**src/rtl/mem_port_arbiter.sv**
```systemverilog
// Shares one single-port RAM between instruction fetch and load/store. Grant and RAM strobes are
// same-cycle combinational, the response comes back exactly one cycle later, and D has priority unless fetch is starved.
module mem_port_arbiter #(
  parameter int ADDR_WIDTH   = 32,
  parameter int STARVE_LIMIT = 4
) (
  input  logic                  clk,
  input  logic                  rst_n,
  input  logic                  if_req,
  input  logic [ADDR_WIDTH-1:0] if_addr,
  input  logic                  if_flush,
  output logic                  if_gnt,
  output logic                  if_rvalid,
  output logic [31:0]           if_rdata,
  input  logic                  d_req,
  input  logic                  d_we,
  input  logic [ADDR_WIDTH-1:0] d_addr,
  input  logic [31:0]           d_wdata,
  input  logic [2:0]            d_funct3,
  output logic                  d_gnt,
  output logic                  d_rvalid,
  output logic [31:0]           d_rdata,
  output logic                  d_fault,
  output logic [ADDR_WIDTH-1:0] mem_address,
  output logic [31:0]           mem_data_in,
  output logic                  mem_write,
  output logic                  mem_read,
  output logic [2:0]            mem_funct3,
  input  logic [31:0]           mem_data_out,
  input  logic                  mem_fault
);

  localparam int CW = $clog2(STARVE_LIMIT + 2);
  localparam logic [CW-1:0] LIMIT = CW'(STARVE_LIMIT);
  localparam logic [ADDR_WIDTH-1:0] WORD_MASK = ~ADDR_WIDTH'(3);

  typedef enum logic [1:0] {
    OWN_NONE = 2'd0,
    OWN_IF   = 2'd1,
    OWN_D    = 2'd2
  } owner_t;

  owner_t        owner, owner_nxt;
  logic          owner_store, store_nxt;
  logic [CW-1:0] starve_cnt, starve_nxt;
  logic          fetch_ok;
  logic          fetch_wins;

  always_ff @(posedge clk) begin
    if (!rst_n) begin
      owner       <= OWN_NONE;
      owner_store <= 1'b0;
      starve_cnt  <= '0;
    end else begin
      owner       <= owner_nxt;
      owner_store <= store_nxt;
      starve_cnt  <= starve_nxt;
    end
  end

  always_comb begin
    fetch_ok    = if_req & ~if_flush;
    fetch_wins  = (STARVE_LIMIT != 0) && (starve_cnt == LIMIT);
    if_gnt      = 1'b0;
    d_gnt       = 1'b0;
    mem_address = '0;
    mem_data_in = '0;
    mem_write   = 1'b0;
    mem_read    = 1'b0;
    mem_funct3  = 3'b000;
    owner_nxt   = OWN_NONE;
    store_nxt   = 1'b0;
    starve_nxt  = starve_cnt;
    if_rvalid   = 1'b0;
    if_rdata    = '0;
    d_rvalid    = 1'b0;
    d_rdata     = '0;
    d_fault     = 1'b0;

    // Everything is held quiet while reset is asserted, including a response already in flight.
    if (rst_n) begin
      if (fetch_ok && (!d_req || fetch_wins)) begin
        if_gnt = 1'b1;
      end else if (d_req) begin
        d_gnt = 1'b1;
      end

      if (if_gnt) begin
        mem_address = if_addr & WORD_MASK;
        mem_read    = 1'b1;
        mem_funct3  = 3'b010;
        owner_nxt   = OWN_IF;
      end else if (d_gnt) begin
        mem_address = d_addr;
        mem_data_in = d_wdata;
        mem_write   = d_we;
        mem_read    = ~d_we;
        mem_funct3  = d_funct3;
        owner_nxt   = OWN_D;
        store_nxt   = d_we;
      end

      if (!if_req || if_gnt) begin
        starve_nxt = '0;
      end else if (fetch_ok && starve_cnt != LIMIT) begin
        starve_nxt = starve_cnt + 1'b1;
      end

      // Fetch faults are dropped: fetch addresses are in range by construction.
      case (owner)
        OWN_IF: begin
          if_rvalid = ~if_flush;
          if_rdata  = if_flush ? 32'h0 : mem_data_out;
        end
        OWN_D: begin
          d_rvalid = 1'b1;
          d_rdata  = owner_store ? 32'h0 : mem_data_out;
          d_fault  = mem_fault;
        end
        default: ;
      endcase
    end
  end

endmodule

```
**config.mk**
```make
export PLATFORM = sky130hd
export DESIGN_NAME = mem_port_arbiter
export DESIGN_NICKNAME = d
export VERILOG_FILES = /design/src/rtl/mem_port_arbiter.sv
export SDC_FILE = /design/constraint.sdc
export NUM_CORES = 1
export LEC_CHECK = 0
export CORE_AREA = 2 2 108 110
export CTS_BUF_LIST = sky130_fd_sc_hd__clkbuf_8
export DETAILED_ROUTE_END_ITERATION = 12
export DIE_AREA = 0 0 110 112
export GPL_ROUTABILITY_DRIVEN = 0
export SLEW_MARGIN = 20
export SYNTH_ARGS = -nofsm -noshare
export SYNTH_HDL_FRONTEND = slang
export SYNTH_SLANG_ARGS = --single-unit
export TNS_END_PERCENT = 5
```
**constraint.sdc**
```tcl
create_clock -name clk -period 1.85 [get_ports clk]
set_input_delay 0.185 -clock clk [delete_from_list [all_inputs] [get_ports clk]]
set_output_delay 0.185 -clock clk [all_outputs]
set_load 0.05 [all_outputs]
```
==> impl_results.md, run 1 <==
- Status: finished with violations
- Failing checks: negative setup slack
- Worst path cell trace: inv_2, ha_4, and2_4, a21oi_4, buf_6, buf_12, clkbuf_16, a22o_4, buf_12
- RR Startpoint: starve_cnt[0]
- Synth Area in XOR/XNOR: 0%
- Startpoint Class: flop
- Asr flop ratio synth: 0%
- Clock root cell: clkbuf_8
- Filler cells: 903
- Overall power: 1.67 mW
- Crit-path max cell delay: 0.32 ns
- Max_slew headroom: 86.1%
- Vias per cell: 4.05
- HP Class: input port to flop
- Setup ws final: -0.111 ns
- Share of the synthesized area in the top cell type: 47.4%
- FMAX: 510 MHz
- Crit path to: mem_address[10]
- DR pass1 iterations: 3
- Setup Skew: 0.00641 ns
- Worst reg2reg path depth: 8
- ANT nets after route: 0
- Mapped Area: 0.00136 mm²
- Post-synth top area cell: and2_1
- Yosys warns: 0
- Worst Setup SP: starve_cnt[0]
- Max Cap Viol: 0
- Minimum clock period: 1.96 ns
- HPWL after DPL: 7.90 mm
- Worst-path clk slew: 0.04 ns
- Initial Utilization: 12.2%
- Clock buffer count from CTS: 3
- Final setup viols: 65
- Port buffer count: 273
- Reg-to-reg setup timing slack: 0.36 ns
- Grt met1 use: 14.9%
- Final Hold Viols: 0
- Power per cell area: 268 mW/mm²
- Via Count: 2,508
- Count leader, synth: and2_1
- Static leakage: 2.62 nW
- Final net count: 619
- Worst EP required: 1.66 ns
- Largest cells by area after synthesis: and2_1 47%, a22o_1 19%, dfxtp_1 8.8%
- Hold slack: 0.467 ns
- Clock Path Buffers: 2
- Drc violations: 0
- Post-Synthesis Cells: 187
- Netlist cell types: 26
- Crit path max-delay cell type: dfxtp_2
- Placement Setup Slack: -0.0752 ns
- First-pass GRT wire length: 13.8 mm
- ANT cells: 0
- Gr ovfl total: 0
- Largest net degree at the start of global routing: 34
- Layout cells sized above 1: 47.8%
- Syn Area/Cell: 7.27 µm²
- CP max FO: 5
- Cts hold-fix bufs: 0
- CP Class: flop to output port
- Worst vdd ir: 0.000144 V
- Period utilization: 106%
- Area grow syn2layout: 360%
- Routed Wire Length: 9.81 mm
- Area of the multi-input gates: 0.00134 mm²
- Skew-Pair Late Insertion Delay: 0.22 ns
- Reg-to-Reg End: owner_store
- Die ar.: 0.0123 mm²
- Core Footprint: 0.0112 mm²
- Post-synthesis adder-cell area fraction: 1.84%
- Die X: 110 µm
- Mux share of post-synthesis cell area: 0%
- CTS Sinks: 6
- FF+latch count, synth: 6
- Arr. time, crit path: 1.78 ns
- Commonest cells in the netlist: 103 x and2_1, 30 x a22o_1, 6 x buf_6, 6 x clkbuf_1, 6 x dfxtp_1
- Seq/Total Area, Yosys: 8.84%
- Sequential Area: 123 µm²
- Die height: 112 µm
- Gr busiest metal: met2
- H-tree Lvls: 1
- Avg WL per Cell: 15.8 µm
- Count of flip-flops with a built-in enable after synthesis: 0
- Met2 GRT Util: 27.4%
- Pins Over Slew Limit: 0
- TritonCTS clock tree: done
- Row count: 39
- Worst slew pin tran: 0.207 ns
- Compound-Gate Fraction of Synth Area: 25.2%
- DR iter-0 viols: 75
- Ys flop type: dfxtp_1
- Vias in the first global route: 2,615
- Initial antenna violation count: 0
- Setup TNS: -3.80 ns
- Ports: 276
- Met3 usage: 3.57%
- RSZ-0062 raised after global routing: yes
- Largest family of logic cells by synthesized area: simple AND/OR/NAND/NOR gates
- Syn_nets: 327
- Most used cell, CP: buf_12
- GRT Total Usage: 14.4%
- Simple-Gate Fraction of Synth Area: 54.1%
- CP Capture Type: output port
## worst max-delay path: cells and delay by family (launching register included)
family / cells / cell delay (ns)
flip-flops: 1 / 0.32
buffers and inverters: 5 / 0.62
adder cells (fa/ha/maj): 1 / 0.15
AO/OA/AOI/OAI: 2 / 0.31
AND/OR/NAND/NOR: 1 / 0.16
## metrics by stage
step	cell area, µm²	instances	util [%]
final	6250	620	56.0
after global routing	6250	620	56.0
after CTS	6050	615	54.2
after detailed placement	5730	603	51.2
after global placement	5730	603	51.2
after floorplan	1360	187	-
## worst min path at each step
stage | from | end | slack [ns] | cells past startpoint
global route | rst_n | owner[0] | 0.49 | 2
CTS | rst_n | owner[0] | 0.46 | 2
floorplan | rst_n | owner[0] | 0.33 | 1
detailed placement | starve_cnt[0] | starve_cnt[0] | 0.51 | 2
finish | rst_n | owner[0] | 0.47 | 2
global placement | starve_cnt[0] | starve_cnt[0] | 0.49 | 2
## layer usage
metal	vias up	wire, µm
li1	1212	-
met1	1117	3310
met2	165	5280
met3	14	1000
met4	0	216
met5	-	0
## final cells by class
| class | count | share of cell area [%] |
|---|---|---|
| Inverter | 3 | 0.180 |
| Clock buffer | 3 | 0.660 |
| Timing Repair Buffer | 305 | 72.9 |
| Tap cell | 143 | 2.86 |
| Sequential cell | 6 | 1.96 |
| Multi-Input combinational cell | 160 | 21.5 |
## repair_timing
action,4_1_cts,5_1_grt
resized for setup,42,20
buffers inserted,6,2
endpoints found under the setup margin,101,93
gates cloned,3,3
pin swaps,23,13
## power by group
part | leakage (nW) | internal, mW | total (mW) | switching [mW]
sequential | 0.0499 | 0.134 | 0.135 | 0.00139
clock | 0.0216 | 0.140 | 0.198 | 0.0579
combinational | 2.55 | 0.760 | 1.34 | 0.582
## logic make-up after synthesis
kind of cell / Yosys count
buffers and inverters: 21
adders and majority gates: 2
DFF: 6
and+or+nand+nor: 117
AOI/OAI and AO/OA: 41
## flip-flops by register name, summed over array words and instances, names as in the netlist
register and count:
starve_cnt 3, owner 2, owner_store 1
## cell usage in the layout (no fill, tap or decap), types with 4 or more instances in the layout
master / instances
clkdlybuf4s50_1: 132
and2_4: 27
a22o_4: 16
buf_4: 17
a21oi_1: 4
buf_12: 144
dfxtp_1: 4
and2_1: 74
a22o_1: 14
No activity file was read; power rests on OpenSTA's default activity.
==> run 2, diff against run 1 <==
CTS_BUF_LIST = sky130_fd_sc_hd__clkbuf_4   (was sky130_fd_sc_hd__clkbuf_8)
==> impl_results.md, run 2 (same netlist as run 1, synthesis figures left out) <==
- Status: finished with violations
- Failing checks: negative setup slack
- Overall power: 1.61 mW (-4.0%)
- Clock root cell: clkbuf_4
- Port buffer count: 273 (unchanged)
- First-pass GRT wire length: 13.8 mm (+0.20%)
- Avg WL per Cell: 15.8 µm (about the same)
- Worst slew pin tran: 0.222 ns (+0.0153 ns)
- DR iter-0 viols: 71 (-5.3%)
- Number of flip-flops in the largest register: 3 (unchanged)
- Skew-Pair Late Insertion Delay: 0.25 ns (+0.03 ns)
- Setup Skew: 0.0124 ns (+0.00596 ns)
- Layout cells sized above 1: 50.1% (+2.3 points)
- CP max FO: 6 (+1)
- Worst path cell trace: inv_2, ha_4, and2_4, a21oi_4, buf_6, buf_12, buf_16, and2_1, buf_12
- Die ar.: 0.0123 mm² (unchanged)
- Worst Setup SP: starve_cnt[1]
- Initial Utilization: 12.2% (unchanged)
- Worst vdd ir: 0.000144 V (about the same)
- GRT Total Usage: 14.4% (unchanged)
- Drc violations: 0 (unchanged)
- RSZ-0062 raised after global routing: yes
- Most used cell, CP: buf_12
- TritonCTS clock tree: done
- Biggest regs: starve_cnt (3), owner (2), owner_store (1)
- Clock Path Buffers: 2 (unchanged)
- Area grow syn2layout: 362%
- Die X: 110 µm (unchanged)
- Gr ovfl total: 0 (unchanged)
- FMAX: 501 MHz (-1.7%)
- Most frequent cells in the layout: 144 x buf_12, 132 x clkdlybuf4s50_1, 64 x and2_1
- Largest register by flop count: starve_cnt
- Final setup viols: 71 (+9.2%)
- Initial antenna violation count: 0 (unchanged)
- Hold Crit Start: rst_n
- H-tree Lvls: 1 (unchanged)
- Vias per cell: 4.05 (about the same)
- Filler cells: 903 (unchanged)
- HP Class: input port to flop
- DR pass1 iterations: 4 (+1)
- Area of the multi-input gates: 0.00138 mm² (+2.7%)
- Setup TNS: -6.07 ns (-2.27 ns)
- CP Capture Type: output port
- Routed Wire Length: 9.81 mm (about the same)
- Largest net degree at the start of global routing: 34 (unchanged)
- Row count: 39 (unchanged)
- HPWL after DPL: 7.90 mm (unchanged)
- Critical path buffer and inverter count: 5 (unchanged)
- ANT cells: 0 (unchanged)
- Minimum clock period: 1.99 ns (+0.0332 ns)
- CP Class: flop to output port
- Startpoint Class: flop
- Crit path max-delay family: buffers and inverters
- Pins Over Slew Limit: 0 (unchanged)
- Die height: 112 µm (unchanged)
- RR Startpoint: starve_cnt[1]
- Core Footprint: 0.0112 mm² (unchanged)
- Crit path max-delay cell type: dfxtp_2
- Arr. time, crit path: 1.81 ns (+0.03 ns)
- Max Cap Viol: 0 (unchanged)
- Max_slew headroom: 85.2% (-0.91 points)
- CTS Sinks: 6 (unchanged)
- Power per cell area: 256 mW/mm² (-4.4%)
- Worst EP required: 1.66 ns (about the same)
- Period utilization: 108% (+1.8 points)
- Final Hold Viols: 0 (unchanged)
- Via Count: 2,510 (+0.080%)
- Ports: 276 (unchanged)
- Clock buffer count from CTS: 3 (unchanged)
- ANT nets after route: 0 (unchanged)
- Worst-path clk slew: 0.05 ns (about the same)
- Hold slack: 0.446 ns (-0.0208 ns)
- Crit-path max cell delay: 0.34 ns (+0.02 ns)
- Setup ws final: -0.144 ns (-0.0332 ns)
- Vias in the first global route: 2,631 (+0.61%)
- Static leakage: 2.64 nW (+0.77%)
- Sequential Area: 123 µm² (unchanged)
- Final net count: 619 (unchanged)
- Commonest non-fill, non-tap cell in the layout: buf_12
-- run 2: cell types whose count changed in the layout (fill, tap and decap cells not counted) --
cell            change
buf_6               +1
dlymetal6s2s_1      +1
buf_4               -1
and4bb_2            -1
and2_1             -10
clkbuf_4            +3
clkbuf_8            -3
nor2b_1             -1
dlygate4sd2_1       -1
and4bb_4            +1
nor2b_4             +1
and2_4             +10
-- run 2: routing by layer --
| metal | part of all wire, % | track usage, % | vias to the layer above | wire length [µm] |
|---|---|---|---|---|
| met1 | 34 | 14.9 | 1117 | 3320 |
| met3 | 10 | 3.57 | 16 | 989 |
| met5 | 0 | 0 | - | 0 |
| met4 | 2.2 | 4.39 | 0 | 215 |
| li1 | - | - | 1214 | - |
| met2 | 54 | 27.5 | 163 | 5290 |
-- run 2: metrics by stage --
| step | setup slack, ns | instance area [µm²] | util [%] | instances |
|---|---|---|---|---|
| 3_5_place_dp | -0.0752 | 5730 | 51.2 | 603 |
| 6_report | -0.144 | 6280 | 56.2 | 620 |
| 3_3_place_gp | -0.0564 | 5730 | 51.2 | 603 |
| 2_1_floorplan | -0.0822 | 1360 | - | 187 |
| 5_1_grt | -0.185 | 6280 | 56.2 | 620 |
| 4_1_cts | -0.140 | 6040 | 54.0 | 615 |
-- run 2: path summary, 6_finish.rpt --
kind | end | slack (ns) | cells after the start
worst max-delay path | mem_data_in[17] | -0.14 | 9
worst min-delay path | owner[0] | 0.45 | 2
worst max register to register | owner_store | 0.35 | 8
worst min register to register | starve_cnt[0] | 0.62 | 3
-- run 2: power by group --
| part | total, mW | switching (mW) | internal (mW) |
|---|---|---|---|
| Combinational | 1.35 | 0.584 | 0.764 |
| Sequential | 0.134 | 0.00146 | 0.133 |
| Clock | 0.125 | 0.0517 | 0.0737 |
| Total | 1.61 | 0.637 | 0.971 |
-- run 2: cell type report --
class	count	area share, %
sequential	6	1.95
timing repair buffer	305	72.7
tap	143	2.85
clock buffer	3	0.359
multi-input combinational	160	21.9
inverter	3	0.179
-- run 2: worst register-to-register path: cells and delay by family, from the launching register on --
family	cells	cell delay [ns]
DFF	1	0.34
AOI/OAI and AO/OA	1	0.15
buffers and inverters	4	0.45
adders and majority gates	1	0.16
and+or+nand+nor	2	0.35
-- run 2: what timing repair did --
action,4_1_cts,5_1_grt
hold buffers,0,0
cloned,3,3
pin swaps,26,10
resized for setup,41,35
buffers inserted,6,2
setup endpoints to repair,101,93
